**config.mk**
```make
export PLATFORM = sky130hd
export DESIGN_NAME = operand_stack_flat
export DESIGN_NICKNAME = d
export VERILOG_FILES = /design/src/rtl/stack_pkg.sv /design/src/rtl/operand_stack_if.sv /design/src/rtl/stack_mem.sv /design/src/rtl/operand_stack.sv /design/src/flat_wrapper.sv
export SDC_FILE = /design/constraint.sdc
export NUM_CORES = 1
export LEC_CHECK = 0
export ABC_AREA = 1
export CAP_MARGIN = 20
export CORE_ASPECT_RATIO = 1.25
export CORE_UTILIZATION = 50
export DETAILED_ROUTE_END_ITERATION = 12
export PLACE_DENSITY = 0.75
export SYNTH_ARGS = -nofsm -noshare
export SYNTH_HDL_FRONTEND = slang
export SYNTH_SLANG_ARGS = --single-unit
```
**constraint.sdc**
```tcl
create_clock -name clk -period 2.2 [get_ports clk]
set_clock_uncertainty 0.05 [all_clocks]
set_input_delay 0.22 -clock clk [delete_from_list [all_inputs] [get_ports clk]]
set_output_delay 0.22 -clock clk [all_outputs]
set_load 0.01 [all_outputs]
```
**src/rtl/stack_pkg.sv**
```systemverilog
// Shared definitions for the operand stack.
//   WIDTH_DEF / DEPTH_DEF : default data width and entry count
//   SRC_ALU / SRC_MEM     : push-source select values for MtoS
//   cmd_e / decode_cmd    : one-hot decode of push/pop/tos into a command
package stack_pkg;
    localparam int WIDTH_DEF = 8;
    localparam int DEPTH_DEF = 8;

    localparam logic SRC_ALU = 1'b0;
    localparam logic SRC_MEM = 1'b1;

    typedef enum logic [2:0] {
        CMD_IDLE,
        CMD_PUSH,
        CMD_POP,
        CMD_TOS,
        CMD_MULTI   // more than one request in the same cycle
    } cmd_e;

    function automatic cmd_e decode_cmd(input logic push, input logic pop, input logic tos);
        case ({push, pop, tos})
            3'b000:  return CMD_IDLE;
            3'b100:  return CMD_PUSH;
            3'b010:  return CMD_POP;
            3'b001:  return CMD_TOS;
            default: return CMD_MULTI;
        endcase
    endfunction
endpackage

```
**src/rtl/operand_stack_if.sv**
```systemverilog
// Command/status bundle of the operand stack.
//   master : drives push/pop/tos/MtoS/mem_data/alu_res/clr_err, observes status
//   slave  : the stack itself; drives d_out/count/empty/full/ovf/unf/err
interface operand_stack_if #(
    parameter int WIDTH = stack_pkg::WIDTH_DEF,
    parameter int DEPTH = stack_pkg::DEPTH_DEF
);
    localparam int CW = $clog2(DEPTH) + 1;

    logic             push;
    logic             pop;
    logic             tos;
    logic             MtoS;
    logic [WIDTH-1:0] mem_data;
    logic [WIDTH-1:0] alu_res;
    logic             clr_err;
    logic [WIDTH-1:0] d_out;
    logic [CW-1:0]    count;
    logic             empty;
    logic             full;
    logic             ovf;
    logic             unf;
    logic             err;

    modport master (
        output push, pop, tos, MtoS, mem_data, alu_res, clr_err,
        input  d_out, count, empty, full, ovf, unf, err
    );

    modport slave (
        input  push, pop, tos, MtoS, mem_data, alu_res, clr_err,
        output d_out, count, empty, full, ovf, unf, err
    );
endinterface

```
**src/rtl/stack_mem.sv**
```systemverilog
// Stack storage: DEPTH x WIDTH register array, no reset.
//   clk         : write clock
//   we/waddr/wdata : synchronous write port
//   raddr/rdata : combinational read port
module stack_mem #(
    parameter int WIDTH = 8,
    parameter int DEPTH = 8,
    localparam int AW   = $clog2(DEPTH)
) (
    input  logic             clk,
    input  logic             we,
    input  logic [AW-1:0]    waddr,
    input  logic [WIDTH-1:0] wdata,
    input  logic [AW-1:0]    raddr,
    output logic [WIDTH-1:0] rdata
);
    logic [WIDTH-1:0] mem [DEPTH];

    always_ff @(posedge clk) begin
        if (we) mem[waddr] <= wdata;
    end

    assign rdata = mem[raddr];
endmodule

```
**src/rtl/operand_stack.sv**
```systemverilog
// Operand stack: push/pop/tos with saturating count, registered d_out and
// sticky ovf/unf/err flags.
//   clk, rst_n : clock, asynchronous active-low reset
//   bus        : operand_stack_if.slave (commands in, status/data out)
module operand_stack
    import stack_pkg::*;
#(
    parameter int WIDTH = WIDTH_DEF,
    parameter int DEPTH = DEPTH_DEF
) (
    input  logic            clk,
    input  logic            rst_n,
    operand_stack_if.slave  bus
);
    localparam int AW = $clog2(DEPTH);
    localparam int CW = AW + 1;

    cmd_e             cmd;
    logic [CW-1:0]    cnt;
    logic [WIDTH-1:0] d_out_q;
    logic             ovf_q, unf_q, err_q;
    logic             empty, full;
    logic             wr_en;
    logic [AW-1:0]    rd_addr;
    logic [WIDTH-1:0] wr_data, rd_data;

    assign cmd   = decode_cmd(bus.push, bus.pop, bus.tos);
    assign empty = (cnt == '0);
    assign full  = (cnt == CW'(DEPTH));

    assign wr_en   = (cmd == CMD_PUSH) && !full;
    assign wr_data = (bus.MtoS == SRC_MEM) ? bus.mem_data : bus.alu_res;
    // Top entry is cnt-1; the low bits wrap correctly even when cnt == DEPTH.
    assign rd_addr = cnt[AW-1:0] - AW'(1);

    stack_mem #(.WIDTH(WIDTH), .DEPTH(DEPTH)) u_mem (
        .clk   (clk),
        .we    (wr_en),
        .waddr (cnt[AW-1:0]),
        .wdata (wr_data),
        .raddr (rd_addr),
        .rdata (rd_data)
    );

    // Flag sets are written after the clear so a same-cycle event wins.
    always_ff @(posedge clk or negedge rst_n) begin
        if (!rst_n) begin
            cnt     <= '0;
            d_out_q <= '0;
            ovf_q   <= 1'b0;
            unf_q   <= 1'b0;
            err_q   <= 1'b0;
        end else begin
            if (bus.clr_err) begin
                ovf_q <= 1'b0;
                unf_q <= 1'b0;
                err_q <= 1'b0;
            end
            case (cmd)
                CMD_PUSH: begin
                    if (full) ovf_q <= 1'b1;
                    else      cnt   <= cnt + CW'(1);
                end
                CMD_POP: begin
                    if (empty) unf_q <= 1'b1;
                    else begin
                        d_out_q <= rd_data;
                        cnt     <= cnt - CW'(1);
                    end
                end
                CMD_TOS: begin
                    if (empty) unf_q   <= 1'b1;
                    else       d_out_q <= rd_data;
                end
                CMD_MULTI: err_q <= 1'b1;
                default: ;
            endcase
        end
    end

    assign bus.d_out = d_out_q;
    assign bus.count = cnt;
    assign bus.empty = empty;
    assign bus.full  = full;
    assign bus.ovf   = ovf_q;
    assign bus.unf   = unf_q;
    assign bus.err   = err_q;
endmodule

```
**src/flat_wrapper.sv**
```systemverilog
// flat-port wrapper written by rule: the top's interface ports become plain ports
module operand_stack_flat import stack_pkg::*;
#(
    parameter int WIDTH = WIDTH_DEF,
    parameter int DEPTH = DEPTH_DEF
)
  (clk, rst_n, bus_push, bus_pop, bus_tos, bus_MtoS, bus_mem_data, bus_alu_res, bus_clr_err, bus_d_out, bus_count, bus_empty, bus_full, bus_ovf, bus_unf, bus_err);
  operand_stack_if #(.WIDTH(WIDTH), .DEPTH(DEPTH)) bus_i ();
  input  logic clk;
  input  logic rst_n;
  input wire logic [$bits(bus_i.push)-1:0] bus_push;
  input wire logic [$bits(bus_i.pop)-1:0] bus_pop;
  input wire logic [$bits(bus_i.tos)-1:0] bus_tos;
  input wire logic [$bits(bus_i.MtoS)-1:0] bus_MtoS;
  input wire logic [$bits(bus_i.mem_data)-1:0] bus_mem_data;
  input wire logic [$bits(bus_i.alu_res)-1:0] bus_alu_res;
  input wire logic [$bits(bus_i.clr_err)-1:0] bus_clr_err;
  output wire logic [$bits(bus_i.d_out)-1:0] bus_d_out;
  output wire logic [$bits(bus_i.count)-1:0] bus_count;
  output wire logic [$bits(bus_i.empty)-1:0] bus_empty;
  output wire logic [$bits(bus_i.full)-1:0] bus_full;
  output wire logic [$bits(bus_i.ovf)-1:0] bus_ovf;
  output wire logic [$bits(bus_i.unf)-1:0] bus_unf;
  output wire logic [$bits(bus_i.err)-1:0] bus_err;
  assign bus_i.push = bus_push;
  assign bus_i.pop = bus_pop;
  assign bus_i.tos = bus_tos;
  assign bus_i.MtoS = bus_MtoS;
  assign bus_i.mem_data = bus_mem_data;
  assign bus_i.alu_res = bus_alu_res;
  assign bus_i.clr_err = bus_clr_err;
  assign bus_d_out = bus_i.d_out;
  assign bus_count = bus_i.count;
  assign bus_empty = bus_i.empty;
  assign bus_full = bus_i.full;
  assign bus_ovf = bus_i.ovf;
  assign bus_unf = bus_i.unf;
  assign bus_err = bus_i.err;
  operand_stack #(.WIDTH(WIDTH), .DEPTH(DEPTH)) u_core (.clk(clk), .rst_n(rst_n), .bus(bus_i));
endmodule
```
# Yosys cells after proc, flatten, opt, wreduce, memory -nomap -nowiden
# Memory sizes are Yosys's and may differ from the RTL's. A register that Yosys moved wholly into a read port is not among the register bits.
# Cells that the tools add are included.
[word_totals] ff_bits=7 mem_bits_rw=64 inputBits=23 elab_cells=44 mem_count=1
[mem_list] name="u_core.u_mem.mem" depth=8 width=8 read_ports=1 rd_ports_with_merged_regs=1 write_ports=1 line="stack_mem.sv:17" source="logic [WIDTH-1:0] mem [DEPTH];"
[classes] addsub=3 n_eq_ne=10 muxes=15 bitwise=1 reduce_logical=10
[op_table] cell="$pmux W3 S4" count=1
[op_table] cell="$mux W1" count=10
[op_table] cell="$eq A3 B2 Y1 const B" count=3
[op_table] cell="$mux W4" count=2
[op_table] cell="$mux W8" count=1
[op_table] cell="$pmux W4 S2" count=1
[op_table] cell="$eq A3 B1 Y1 const B" count=2
[op_table] cell="$eq A3 B3 Y1 const B" count=2
[op_table] cell="$add A4 B1 Y4 const B" count=1
[op_table] cell="$eq A4 B4 Y1 const B" count=1
[op_table] cell="$logic_not A4 Y1" count=1
[op_table] cell="$ne A2 B2 Y1 const B" count=2
[op_table] cell="$reduce_bool A2 Y1" count=2
[op_table] cell="$sub A4 B1 Y4 const B" count=1
[op_table] cell="$logic_not A3 Y1" count=1
[op_table] cell="$reduce_and A3 Y1" count=1
[op_table] cell="$sub A3 B1 Y3 const B" count=1
[op_table] cell="$logic_not A1 Y1" count=2
[op_table] cell="$reduce_and A2 Y1" count=1
[op_table] cell="$reduce_or A2 Y1" count=1
[op_table] cell="$logic_and A1 B1 Y1" count=1
[op_table] cell="$not A1 Y1" count=1

# Longest topological paths before layout
[depth] depth_word=6 mapped_depth=11 depth_no_buf=11

# Cells and area by module
# Synthesis repeated with hierarchy kept, for this count alone.
[unflattened] cells_unflattened=399 hier_area_um2=3792.4
[modules_own_cells] module="stack_mem" instances=1 cells_each=295 area_per_inst_um2=2890.3 seq_area_each_um2=1921.8
[modules_own_cells] module="operand_stack" instances=1 cells_each=104 area_per_inst_um2=902.1 seq_area_each_um2=375.4

# Worst setup path after synthesis
# OpenSTA, ideal clock, no wires.
[synth_timing] kind="reg-to-reg" start="reg u_core.cnt[0], in the netlist u_core.bus.count[0]" end="mem u_core.u_mem.mem[5][0], enable pin" setup_time_ns=0.370 arrival_time_ns=1.818 t_required_ns=1.780 setup_slack_ns=-0.038 stages_incl_launch_ff=10 synth_period_minus_slack_ns=2.238 path_cell_list="dfrtp_1 > buf_4 > inv_4 > buf_2 > ha_1 > nand3_1 > nand2_2 > inv_2 > nand2_1 > nor2_1"
[synth_via] elab_chain_cells=5
[synth_rtl] item="start: declaration" line="operand_stack.sv:19" source="logic [CW-1:0] cnt;"
[synth_rtl] item="start signal: assignment" line="operand_stack.sv:62" source="else cnt <= cnt + CW'(1);"
[synth_rtl] item="start signal: assignment" line="operand_stack.sv:68" source="cnt <= cnt - CW'(1);"
[synth_rtl] item="$eq A4 B4 Y1" line="operand_stack.sv:29" source="assign full = (cnt == CW'(DEPTH));"
[synth_rtl] item="$logic_not A1 Y1" line="operand_stack.sv:31" source="assign wr_en = (cmd == CMD_PUSH) && !full;"
[synth_rtl] item="$logic_and A1 B1 Y1" line="operand_stack.sv:31"
[synth_rtl] item="$mux W1" line="stack_mem.sv:20" source="if (we) mem[waddr] <= wdata;"
[synth_rtl] item="$mux W1 (not written as such)" line="stack_mem.sv:20"
[synth_rtl] item="end: declaration" line="stack_mem.sv:17"
# Parallel ways exist; a longest one is shown, timed or not.

# Worst setup path in the final report
[layout_timing] start="reg u_core.cnt[0], in the netlist u_core.bus.count[0]" end="out bus_full"
[layout_via] elab_chain_cells=1
[layout_rtl] item="$eq A4 B4 Y1" line="operand_stack.sv:29"
[layout_rtl] item="end: declaration" line="flat_wrapper.sv:21" source="output wire logic [$bits(bus_i.full)-1:0] bus_full;"
# No other way between the ends.

==> impl_results.md <==
* Area Growth Syn to Fin at 19.7%
* DRT iter0 DRCs at 216
* CP arrival at 1.78 ns
* Initial Util at 51.4%
* Post-route cell area at 4270 µm²
* CP Launch Point: u_core.bus.count[0]
* Share of the clock period used by the worst path at 93.4%
* Max stage delay on crit path at 0.54 ns
* Pwr/cell area at 1190 nW/µm²
* Root Driver: clkbuf_8
* Final Hold Fails at 0
* TritonCTS Buffers at 9
* Layout cells sized above 1 at 13.8%
* Fmax at 0.487 GHz
* Type of element launching the critical path: flip-flop
* Max VDD drop at 0.506 mV
* Placer's final routability congestion estimate at 0.846
* Cells along the critical path: inv_4 > ha_1 > nand3_1 > inv_1 > clkdlybuf4s50_1
* CTS Buffer Depth at 2
* CP endpoint kind: output port
* Setup violators final at 0
* # diodes at 0
* Initial antenna violation count at 0
* Vias in the first global route at 2362
* Via density at 5.12
* Clk_lat worst skew at 0.36 ns
* Launch point of the worst reg-to-reg path: u_core.bus.count[0]
* Max Cap Viol at 0
* Cell variety after synth at 29
* DR DRC count at 0
* Leakage at 1.77 nW
* Pre-CTS WS at 0.101 ns
* IO Pins at 40
* Fin Setup TNS at 0 ns
* Synth Register Bits at 79
* Core Region at 6930 µm²
* Worst-path maximum fanout at 2
* Drt first pass iters at 4
* Slowest CP cell: clkdlybuf4s50_1
* DR vias at 2500
* Die footprint at 7480 µm²
* Dpl hpwl at 5470 µm
* Gate Count Post-Synth at 342
* Synth warn at 0
* Final WL at 7570 µm
* Avg WL per Cell at 15.5 µm
* Syn Area/Cell at 10.4 µm²
* Critical path class: flip-flop to output port
* Setup ws final at 0.146 ns
* H-tree depth at 3
* Chip Width at 77.5 µm
* First-pass GRT wire length at 12100 µm
* Sequential fraction of the synthesis area at 64.4%
* Fill count at 563
* CTS tree: built
* Min-Delay Path Class: input pin to asynchronous set/reset pin
* Clock Pin Slew Worst Setup and Hold Paths at 0.08 ns
* RSZ-0062 raised after global routing: no
* Net count after synthesis at 367
* Largest net degree at the start of global routing at 37
* CTS sink cnt at 79
* Antenna viol nets, final at 0
* Final min period at 2.05 ns
* GRT Util Overall at 23.0%
* Slew HR at 54.8%
* Status: finished, final reports clean
* GRT Residual Overflow at 0
* WP data required at 1.93 ns
* Final Slew Violations at 0
* Final core utilization at 61.6%
* Die Y at 96.4 µm
* Final nets at 418
* Core Rows at 34
* Synthesized cell area at 3570 µm²
* Post-CTS Repair Setup Buffers at 0
* Worst-Margin Slew at 0.676 ns
* Cell Area, Placed at 4100 µm²
* PortBufs at 39
[cell usage in the layout (no fill, tap or decap), types with 4 or more instances in the layout]
| cell | instances |
|---|---|
| nand2_1 | 118 |
| edfxtp_1 | 64 |
| clkdlybuf4s50_1 | 38 |
| nand3_1 | 36 |
| inv_1 | 26 |
| nor2_1 | 23 |
| dfrtp_1 | 15 |
| buf_4 | 13 |
| clkbuf_8 | 9 |
| mux2_2 | 8 |
| o21ai_0 | 8 |
| nor2_2 | 4 |
[report_power, final]
part           total, mW  internal, mW  switching, mW
Clock              0.966         0.415          0.551
Sequential          1.87          1.79         0.0839
Combinational       2.26         0.876           1.38
[final timing paths]
path                                           to  slack (ns)  depth (start not counted)
min in group clk              u_core.bus.d_out[1]        0.43                          2
hold / removal                u_core.bus.d_out[3]        0.21                          1
max in group asynchronous     u_core.bus.d_out[5]        1.46                          1
setup / recovery                         bus_full        0.15                          5
setup reg to reg           u_core.u_mem.mem[4][3]        0.37                          7
hold reg to reg               u_core.bus.d_out[1]        0.43                          2
[cell usage after synthesis, drive strengths merged]
| library cell | instances | area, µm² |
|---|---|---|
| nand2 | 121 | 462 |
| edfxtp | 64 | 1920 |
| nand3 | 38 | 200 |
| inv | 32 | 130 |
| nor2 | 28 | 124 |
| dfrtp | 15 | 375 |
| o21ai | 12 | 71.3 |
| buf | 11 | 71.3 |
| mux2 | 8 | 90.1 |
| nand4 | 3 | 18.8 |
| a22o | 2 | 17.5 |
| ha | 2 | 25.0 |
| a21oi | 1 | 5.00 |
| clkbuf | 1 | 5.00 |
| clkinv | 1 | 3.75 |
| nor3 | 1 | 10.0 |
| xnor2 | 1 | 27.5 |
| xor2 | 1 | 8.76 |
[stage by stage]
stage / hold slack, ns / std cells / power (mW)
after floorplan: -0.126 / 342 / 3.46
after global placement: 0.415 / 472 / 4.15
after detailed placement: 0.416 / 472 / 4.16
after CTS: 0.223 / 488 / 5.13
after global routing: 0.255 / 488 / 5.43
final: 0.213 / 488 / 5.10
[what timing repair did]
| action | CTS | global route |
|---|---|---|
| hold buffers | 0 | 0 |
| gates resized for setup | 1 | 0 |
| endpoints found under the setup margin | 1 | 0 |
[layer usage]
metal | vias to the layer above | track usage (%) | share of wire, %
li1 | 1232 | - | -
met1 | 1143 | 28.7 | 41
met2 | 102 | 36.9 | 48
met3 | 23 | 3.29 | 6.3
met4 | 0 | 17.1 | 4.3
met5 | - | 0 | 0
[critical path: cells and delay by family (launching register included)]
family | cells | cell delay, ns
buf+inv | 3 | 0.71
flops | 1 | 0.41
fa+ha+maj | 1 | 0.18
simple gates | 1 | 0.13
[cell type report]
cell class | count | area (µm²) | share of cell area (%)
sequential | 79 | 2300 | 53.8
tap | 90 | 113 | 2.64
inverter | 33 | 134 | 3.14
clock buffer | 10 | 128 | 2.99
timing repair buffer | 52 | 487 | 11.4
clock inverter | 6 | 45.0 | 1.05
multi-input combinational | 218 | 1070 | 25.0
[sequential cells by signal (all words and copies together) (netlist names)]
name and count:
u_core.bus.count 4, u_core.bus.d_out 8, u_core.bus.err 1, u_core.bus.ovf 1, u_core.bus.unf 1, u_core.u_mem.mem 64
[cell families after synthesis]
| logic type | Yosys count | synth area share [%] |
|---|---|---|
| simple gates | 191 | 22.8 |
| mux | 8 | 2.53 |
| flops | 79 | 64.4 |
| buf+inv | 45 | 5.89 |
| fa+ha+maj | 2 | 0.701 |
| xor+xnor | 2 | 1.02 |
| compound gates | 15 | 2.63 |
No activity file was read; power rests on OpenSTA's default activity.
